File: src/rtl/rom_port_arbiter.sv
// Two-port valid/ready arbiter sharing one combinational program ROM; registers the ROM word,
// flags misaligned/out-of-range accesses. Define ROM_PORT_ARBITER_RR_EN for round-robin, else fixed IF priority.
module rom_port_arbiter #(
    parameter int unsigned LENGTH = 32,
    parameter int unsigned WIDTH  = 32
) (
    input  logic             clk,
    input  logic             rst_n,

    input  logic             if_req_valid,
    output logic             if_req_ready,
    input  logic [WIDTH-1:0] if_req_addr,
    output logic             if_resp_valid,
    input  logic             if_resp_ready,
    output logic [WIDTH-1:0] if_resp_data,
    output logic             if_resp_err,

    input  logic             d_req_valid,
    output logic             d_req_ready,
    input  logic [WIDTH-1:0] d_req_addr,
    output logic             d_resp_valid,
    input  logic             d_resp_ready,
    output logic [WIDTH-1:0] d_resp_data,
    output logic             d_resp_err,

    output logic [WIDTH-1:0] rom_address,
    input  logic [WIDTH-1:0] rom_instruction,
    output logic             busy
);

    typedef enum logic [1:0] {
        IDLE,
        READ,
        RESP
    } state_e;

    typedef enum logic {
        PORT_IF = 1'b0,
        PORT_D  = 1'b1
    } port_e;

    localparam logic [WIDTH-1:0] LENGTH_W = WIDTH'(LENGTH);

    state_e           state_q, state_d;
    port_e            owner_q, owner_d;
    port_e            last_served_q, last_served_d;
    logic [WIDTH-1:0] rom_address_q, rom_address_d;
    logic [WIDTH-1:0] if_resp_data_q, if_resp_data_d;
    logic [WIDTH-1:0] d_resp_data_q, d_resp_data_d;
    logic             if_resp_err_q, if_resp_err_d;
    logic             d_resp_err_q, d_resp_err_d;

    logic             grant_if, grant_d;
    logic [WIDTH-1:0] req_addr;
    logic             req_err;
    logic             owner_resp_ready;
    logic             wr_en;
    port_e            wr_port;
    logic [WIDTH-1:0] wr_data;
    logic             wr_err;

    // Grant is only offered while idle; the loser simply keeps its request pending.
    always_comb begin
        grant_if = 1'b0;
        grant_d  = 1'b0;
        if (state_q == IDLE) begin
`ifdef ROM_PORT_ARBITER_RR_EN
            if (if_req_valid && d_req_valid) begin
                grant_if = (last_served_q == PORT_D);
                grant_d  = (last_served_q == PORT_IF);
            end else begin
                grant_if = if_req_valid;
                grant_d  = d_req_valid;
            end
`else
            grant_if = if_req_valid;
            grant_d  = d_req_valid && !if_req_valid;
`endif
        end
    end

    always_comb begin
        req_addr = grant_d ? d_req_addr : if_req_addr;
        req_err  = (req_addr[1:0] != 2'b00) || ({2'b00, req_addr[WIDTH-1:2]} >= LENGTH_W);
    end

    assign owner_resp_ready = (owner_q == PORT_D) ? d_resp_ready : if_resp_ready;

    always_comb begin
        state_d       = state_q;
        owner_d       = owner_q;
        last_served_d = last_served_q;
        rom_address_d = rom_address_q;
        wr_en         = 1'b0;
        wr_port       = owner_q;
        wr_data       = '0;
        wr_err        = 1'b0;

        case (state_q)
            IDLE: begin
                if (grant_if || grant_d) begin
                    owner_d       = grant_d ? PORT_D : PORT_IF;
                    last_served_d = grant_d ? PORT_D : PORT_IF;
                    if (req_err) begin
                        // Faulting access never touches the ROM; respond next cycle.
                        wr_en   = 1'b1;
                        wr_port = grant_d ? PORT_D : PORT_IF;
                        wr_data = '0;
                        wr_err  = 1'b1;
                        state_d = RESP;
                    end else begin
                        rom_address_d = req_addr;
                        state_d       = READ;
                    end
                end
            end
            READ: begin
                wr_en   = 1'b1;
                wr_port = owner_q;
                wr_data = rom_instruction;
                wr_err  = 1'b0;
                state_d = RESP;
            end
            RESP: begin
                if (owner_resp_ready) begin
                    state_d = IDLE;
                end
            end
            default: begin
                state_d = IDLE;
            end
        endcase
    end

    always_comb begin
        if_resp_data_d = if_resp_data_q;
        if_resp_err_d  = if_resp_err_q;
        d_resp_data_d  = d_resp_data_q;
        d_resp_err_d   = d_resp_err_q;
        if (wr_en) begin
            if (wr_port == PORT_D) begin
                d_resp_data_d = wr_data;
                d_resp_err_d  = wr_err;
            end else begin
                if_resp_data_d = wr_data;
                if_resp_err_d  = wr_err;
            end
        end
    end

    always_ff @(posedge clk or negedge rst_n) begin
        if (!rst_n) begin
            state_q        <= IDLE;
            owner_q        <= PORT_IF;
            last_served_q  <= PORT_D;
            rom_address_q  <= '0;
            if_resp_data_q <= '0;
            if_resp_err_q  <= 1'b0;
            d_resp_data_q  <= '0;
            d_resp_err_q   <= 1'b0;
        end else begin
            state_q        <= state_d;
            owner_q        <= owner_d;
            last_served_q  <= last_served_d;
            rom_address_q  <= rom_address_d;
            if_resp_data_q <= if_resp_data_d;
            if_resp_err_q  <= if_resp_err_d;
            d_resp_data_q  <= d_resp_data_d;
            d_resp_err_q   <= d_resp_err_d;
        end
    end

    assign if_req_ready  = grant_if;
    assign d_req_ready   = grant_d;
    assign if_resp_valid = (state_q == RESP) && (owner_q == PORT_IF);
    assign d_resp_valid  = (state_q == RESP) && (owner_q == PORT_D);
    assign if_resp_data  = if_resp_data_q;
    assign if_resp_err   = if_resp_err_q;
    assign d_resp_data   = d_resp_data_q;
    assign d_resp_err    = d_resp_err_q;
    assign rom_address   = rom_address_q;
    assign busy          = (state_q != IDLE);

endmodule

File: config.mk
export PLATFORM = sky130hd
export DESIGN_NAME = rom_port_arbiter
export DESIGN_NICKNAME = d
export VERILOG_FILES = /design/src/rtl/rom_port_arbiter.sv
export SDC_FILE = /design/constraint.sdc
export NUM_CORES = 1
export LEC_CHECK = 0
export BUFFER_PORTS_ARGS = -buffer_cell sky130_fd_sc_hd__buf_2
export CELL_PAD_IN_SITES_DETAIL_PLACEMENT = 1
export CELL_PAD_IN_SITES_GLOBAL_PLACEMENT = 1
export CORE_UTILIZATION = 36
export DETAILED_ROUTE_END_ITERATION = 10
export PLACE_DENSITY = 0.95
export SYNTH_ARGS = -nofsm -noshare
export SYNTH_HDL_FRONTEND = slang
export SYNTH_SLANG_ARGS = --single-unit
File: constraint.sdc
create_clock -name clk -period 6.3 [get_ports clk]
set_clock_uncertainty 0.2 [all_clocks]
set_input_delay 1.26 -clock clk [delete_from_list [all_inputs] [get_ports clk]]
set_output_delay 1.26 -clock clk [all_outputs]
set_load 0.005 [all_outputs]
# After elaboration in Yosys (flattened, before gate mapping)
# Cells that the tools add are included.
[totals]
ff_bits = 101
latchBits = 0
ramBits = 0
rom_bits = 0
inputBits = 102
output_inout_bits = 103
wordCells = 46
n_memories = 0
[op_classes]
addsub = 0
multipliers = 0
div = 0
n_lt_le_gt_ge = 1
eq_ne = 4
n_shift = 0
n_mux = 17
n_bitwise = 3
n_reduce_logical = 14
[ops]
columns = ["op", "count"]
rows = [
  ["$mux W32", 2],
  ["$ge A30 B6 Y1 const B", 1],
  ["$mux W1", 10],
  ["$reduce_and A2 Y1", 4],
  ["$mux W2", 3],
  ["$pmux W2 S3", 1],
  ["$reduce_bool A2 Y1", 2],
  ["$logic_and A1 B1 Y1", 3],
  ["$not A1 Y1", 3],
  ["$reduce_and A3 Y1", 1],
  ["$eq A2 B1 Y1 const B", 1],
  ["$eq A2 B2 Y1 const B", 1],
  ["$logic_not A2 Y1", 1],
  ["$logic_or A1 B1 Y1", 2],
  ["$ne A2 B1 Y1 const B", 1],
  ["$ne A2 B2 Y1 const B", 1],
  ["$pmux W1 S2", 1],
  ["$logic_not A1 Y1", 1],
]

# Logic depth before layout (Yosys ltp)
[depth]
depth_word = 11
depth_mapped = 9

# Worst setup path after synthesis
# No wires, ideal clock.
[synth_path]
kind = "input -> output"
start = "input if_req_valid"
end = "output d_req_ready"
t_arrival_ns = 1.899
t_required_ns = 4.840
setup_slack_ns = 2.941
cell_stages = 2
path_buffers = 0
path_cell_list = "or4b_4 inv_1"
[synth_via]
elab_chain_len = 3
[synth_lines]
columns = ["element", "line", "source"]
rows = [
  ["start: declaration", "10", "input logic if_req_valid,"],
  ["$logic_not A1 Y1", "77", "grant_d = d_req_valid && !if_req_valid;"],
  ["$logic_and A1 B1 Y1", "77", ""],
  ["$mux W1", "66", "if (state_q == IDLE) begin"],
  ["end: declaration", "19", "output logic d_req_ready,"],
]
# Every way passes these cells.

# Final worst setup path
# Ends and elaborated chain as after synthesis.

==> flow_metrics.py <==
metrics = {
    "run_status": {
        "status": "complete, no violations",
    },
    "placement": {
        "place_ws_ns": 2.56,
        "dpl_cell_area_um2": 5130,
        "gp_routability_congestion": 0.919,
        "dp_hpwl_um": 9430,
        "port_buffers": 204,
    },
    "power_and_ir_drop": {
        "seqPwrFrac": 0.515,
        "p_leak_nw": 2.98,
        "vdd_drop_max_mv": 0.138,
        "p_sw_mw": 0.361,
        "p_comb_frac": 0.139,
        "intPower_mw": 0.956,
        "cellPowerDensity_nw_per_um2": 246,
        "clockPowerShare": 0.346,
        "swShare": 0.274,
    },
    "clocking": {
        "cts_tree": "yes",
        "clkLatencyLatePin_ns": 0.35,
        "htreeDepth": 3,
        "post_cts_buffers": 0,
        "cts_sinks": 101,
        "cts-root-buf": "clkbuf_8",
        "cts.repair.resized": 0,
        "cts_max_path_buffers": 2,
        "path_clk_slew_ns": 0.09,
        "cts_hold_buf": 0,
        "numCtsBuffers": 9,
    },
    "sta": {
        "finalCritPeriodShare": 0.595,
        "slew-limit-headroom": 0.514,
        "slew_viol_final": 0,
        "hold_slack_ns": 0.290,
        "timing.final.crit_period_ns": 3.75,
        "setup_slack_ns": 2.55,
        "rsz0062_at_grt": "no",
        "setup-violations-final": 0,
        "max_freq_mhz": 267,
        "tightest_slew_ns": 0.730,
        "hold_viol": 0,
        "fin_setup_tns_ns": 0,
    },
    "final_layout": {
        "stdcell_area_um2": 5350,
        "antenna_cells": 0,
        "area_delta_synth_final_pct": 34.2,
        "final_cell_mix": "203 x buf_2, 101 x dfrtp_1, 69 x nand2_1",
        "final_common_cell": "buf_2",
        "drive_gt1_frac": 0.460,
        "fin_nets": 647,
    },
    "grt": {
        "grt_pass1_wl_um": 20200,
        "grt_overflow": 0,
        "antenna_found_initial": 0,
        "grt_usage": 0.230,
        "grt_max_degree": 60,
        "grt_pass1_vias": 3835,
    },
    "detailed_routing": {
        "wire_per_inst_um": 18.0,
        "drcViolationCount": 0,
        "via_count": 3503,
        "postRouteAntennaNets": 0,
        "drt_iter0_markers": 121,
        "wl_um": 12400,
        "dr.pass1.iters": 4,
        "avgViaCountPerCell": 5.08,
    },
    "run": {
        "max_cap_viol_count": 0,
    },
    "floorplan": {
        "chipHeight_um": 107,
        "io_pins": 205,
        "start_util": 0.369,
        "die-area_um2": 11500,
        "core_area_um2": 10800,
        "core.rowCount": 38,
        "fp.dieW_um": 107,
    },
    "logic_synthesis": {
        "postSynthCellCount": 345,
        "synth-seq-area-share": 0.634,
        "ys_ff_latch": 101,
        "yosys-top-cells-area": "dfrtp_1 63%, a22o_1 7.3%, nand2_1 6.5%, o21ai_0 4.3%, and2_4 4.2%",
        "yosysTopAreaCell": "dfrtp_1",
        "yosysWarnings": 0,
        "synth.top_cell.area_share": 0.634,
        "synthDistinctLibCells": 32,
        "synthesis.nets": 447,
        "synth_area_um2": 3990,
        "syn_avg_cell_area_um2": 11.6,
    },
    "critical_path": {
        "cp_max_fo": 12,
        "reg2regPathDepth": 6,
        "reg2reg_to": "rom_address[6]",
        "end_kind": "output port",
        "r2r-start": "state_q[1]",
        "r2r_setup_slack_ns": 3.63,
        "critPathArrivalTime_ns": 2.29,
        "worstSetupPathType": "primary input to output port",
        "cp-start-kind": "primary input",
        "required_ns": 4.84,
    },
    "worst_hold_path": {
        "min-delay-start": "d_resp_err",
        "min_path_type": "flop to flop",
        "hold_path_end": "d_resp_err",
        "holdPathStages": 1,
    },
}
## synth_stat cells
master    number
o21ai_0       34
buf_6          4
o22a_1        10
and2_1         9
a21oi_1        2
nand4_1        4
inv_2          1
nor3_1         3
nand2b_1       2
a22oi_4        1
o21bai_1       1
nand2_2        1
nand3_1        3
or4b_4         1
nand3b_1       2
o21a_1         1
nand2_4        1
or4_1          1
a21o_1         1
and3b_1        1
inv_1          4
nor2_1         4
nor2b_1        1
nor3b_1        2
o221ai_1       1
a22o_1        33
or4_4          1
and2_4        19
dfrtp_1      101
nor4_1        10
clkbuf_1      17
nand2_1       69
## flip-flops by register name (all words and copies together), names as in the netlist
register	flops
rom_address	32
d_resp_data	32
state_q	2
owner_q	1
if_resp_data	32
d_resp_err	1
if_resp_err	1
## through the flow
stage	std cells	power, mW	utilization
floorplan	345	0.769	-
global placement	674	0.862	0.475
detailed placement	674	0.876	0.475
CTS	690	1.33	0.496
global route	690	1.38	0.496
finish	690	1.32	0.496
## power by group through the flow
stage | logic (mW) | clock network [mW] | registers [mW]
floorplan | 0.0836 | 0 | 0.685
global placement | 0.173 | 0 | 0.689
detailed placement | 0.186 | 0 | 0.690
CTS | 0.187 | 0.468 | 0.677
global route | 0.200 | 0.496 | 0.680
finish | 0.184 | 0.456 | 0.678
## worst max-delay path by stage
stage	start	endpoint	slack, ns	cells after the start
final	if_req_valid	d_req_ready	2.55	4
after global routing	if_req_valid	d_req_ready	2.51	4
after CTS	if_req_valid	d_req_ready	2.56	4
after detailed placement	if_req_valid	d_req_ready	2.56	4
after global placement	if_req_valid	d_req_ready	2.59	4
after floorplan	if_req_valid	d_req_ready	2.94	2
## layer usage
metal  track usage  up-vias  share of wire
met4        0.0744        0          0.018
met2         0.408      114           0.52
li1              -     1600              -
met5             0        -              0
met3        0.0486       20          0.051
met1         0.276     1769           0.41
## area by class of cell
cell class	count	area (um^2)
fillers	1252	5440
well taps	140	175
repair buffers	210	1070
flip-flops and latches	101	2530
clock buffers	9	124
inverters	5	18.8
multi-input cells	218	1340
clock inverters	7	97.6
## critical path, stage by stage
cell	delay [ns]
buf_2	0.12
or4b_4	0.64
inv_1	0.14
buf_2	0.13
## cells by family after synthesis
group / after synthesis / share of synthesized area
simple gates: 134 / 0.181
flops: 101 / 0.634
compound gates: 84 / 0.153
buf+inv: 26 / 0.0320
(Power assumes the default switching activity.)
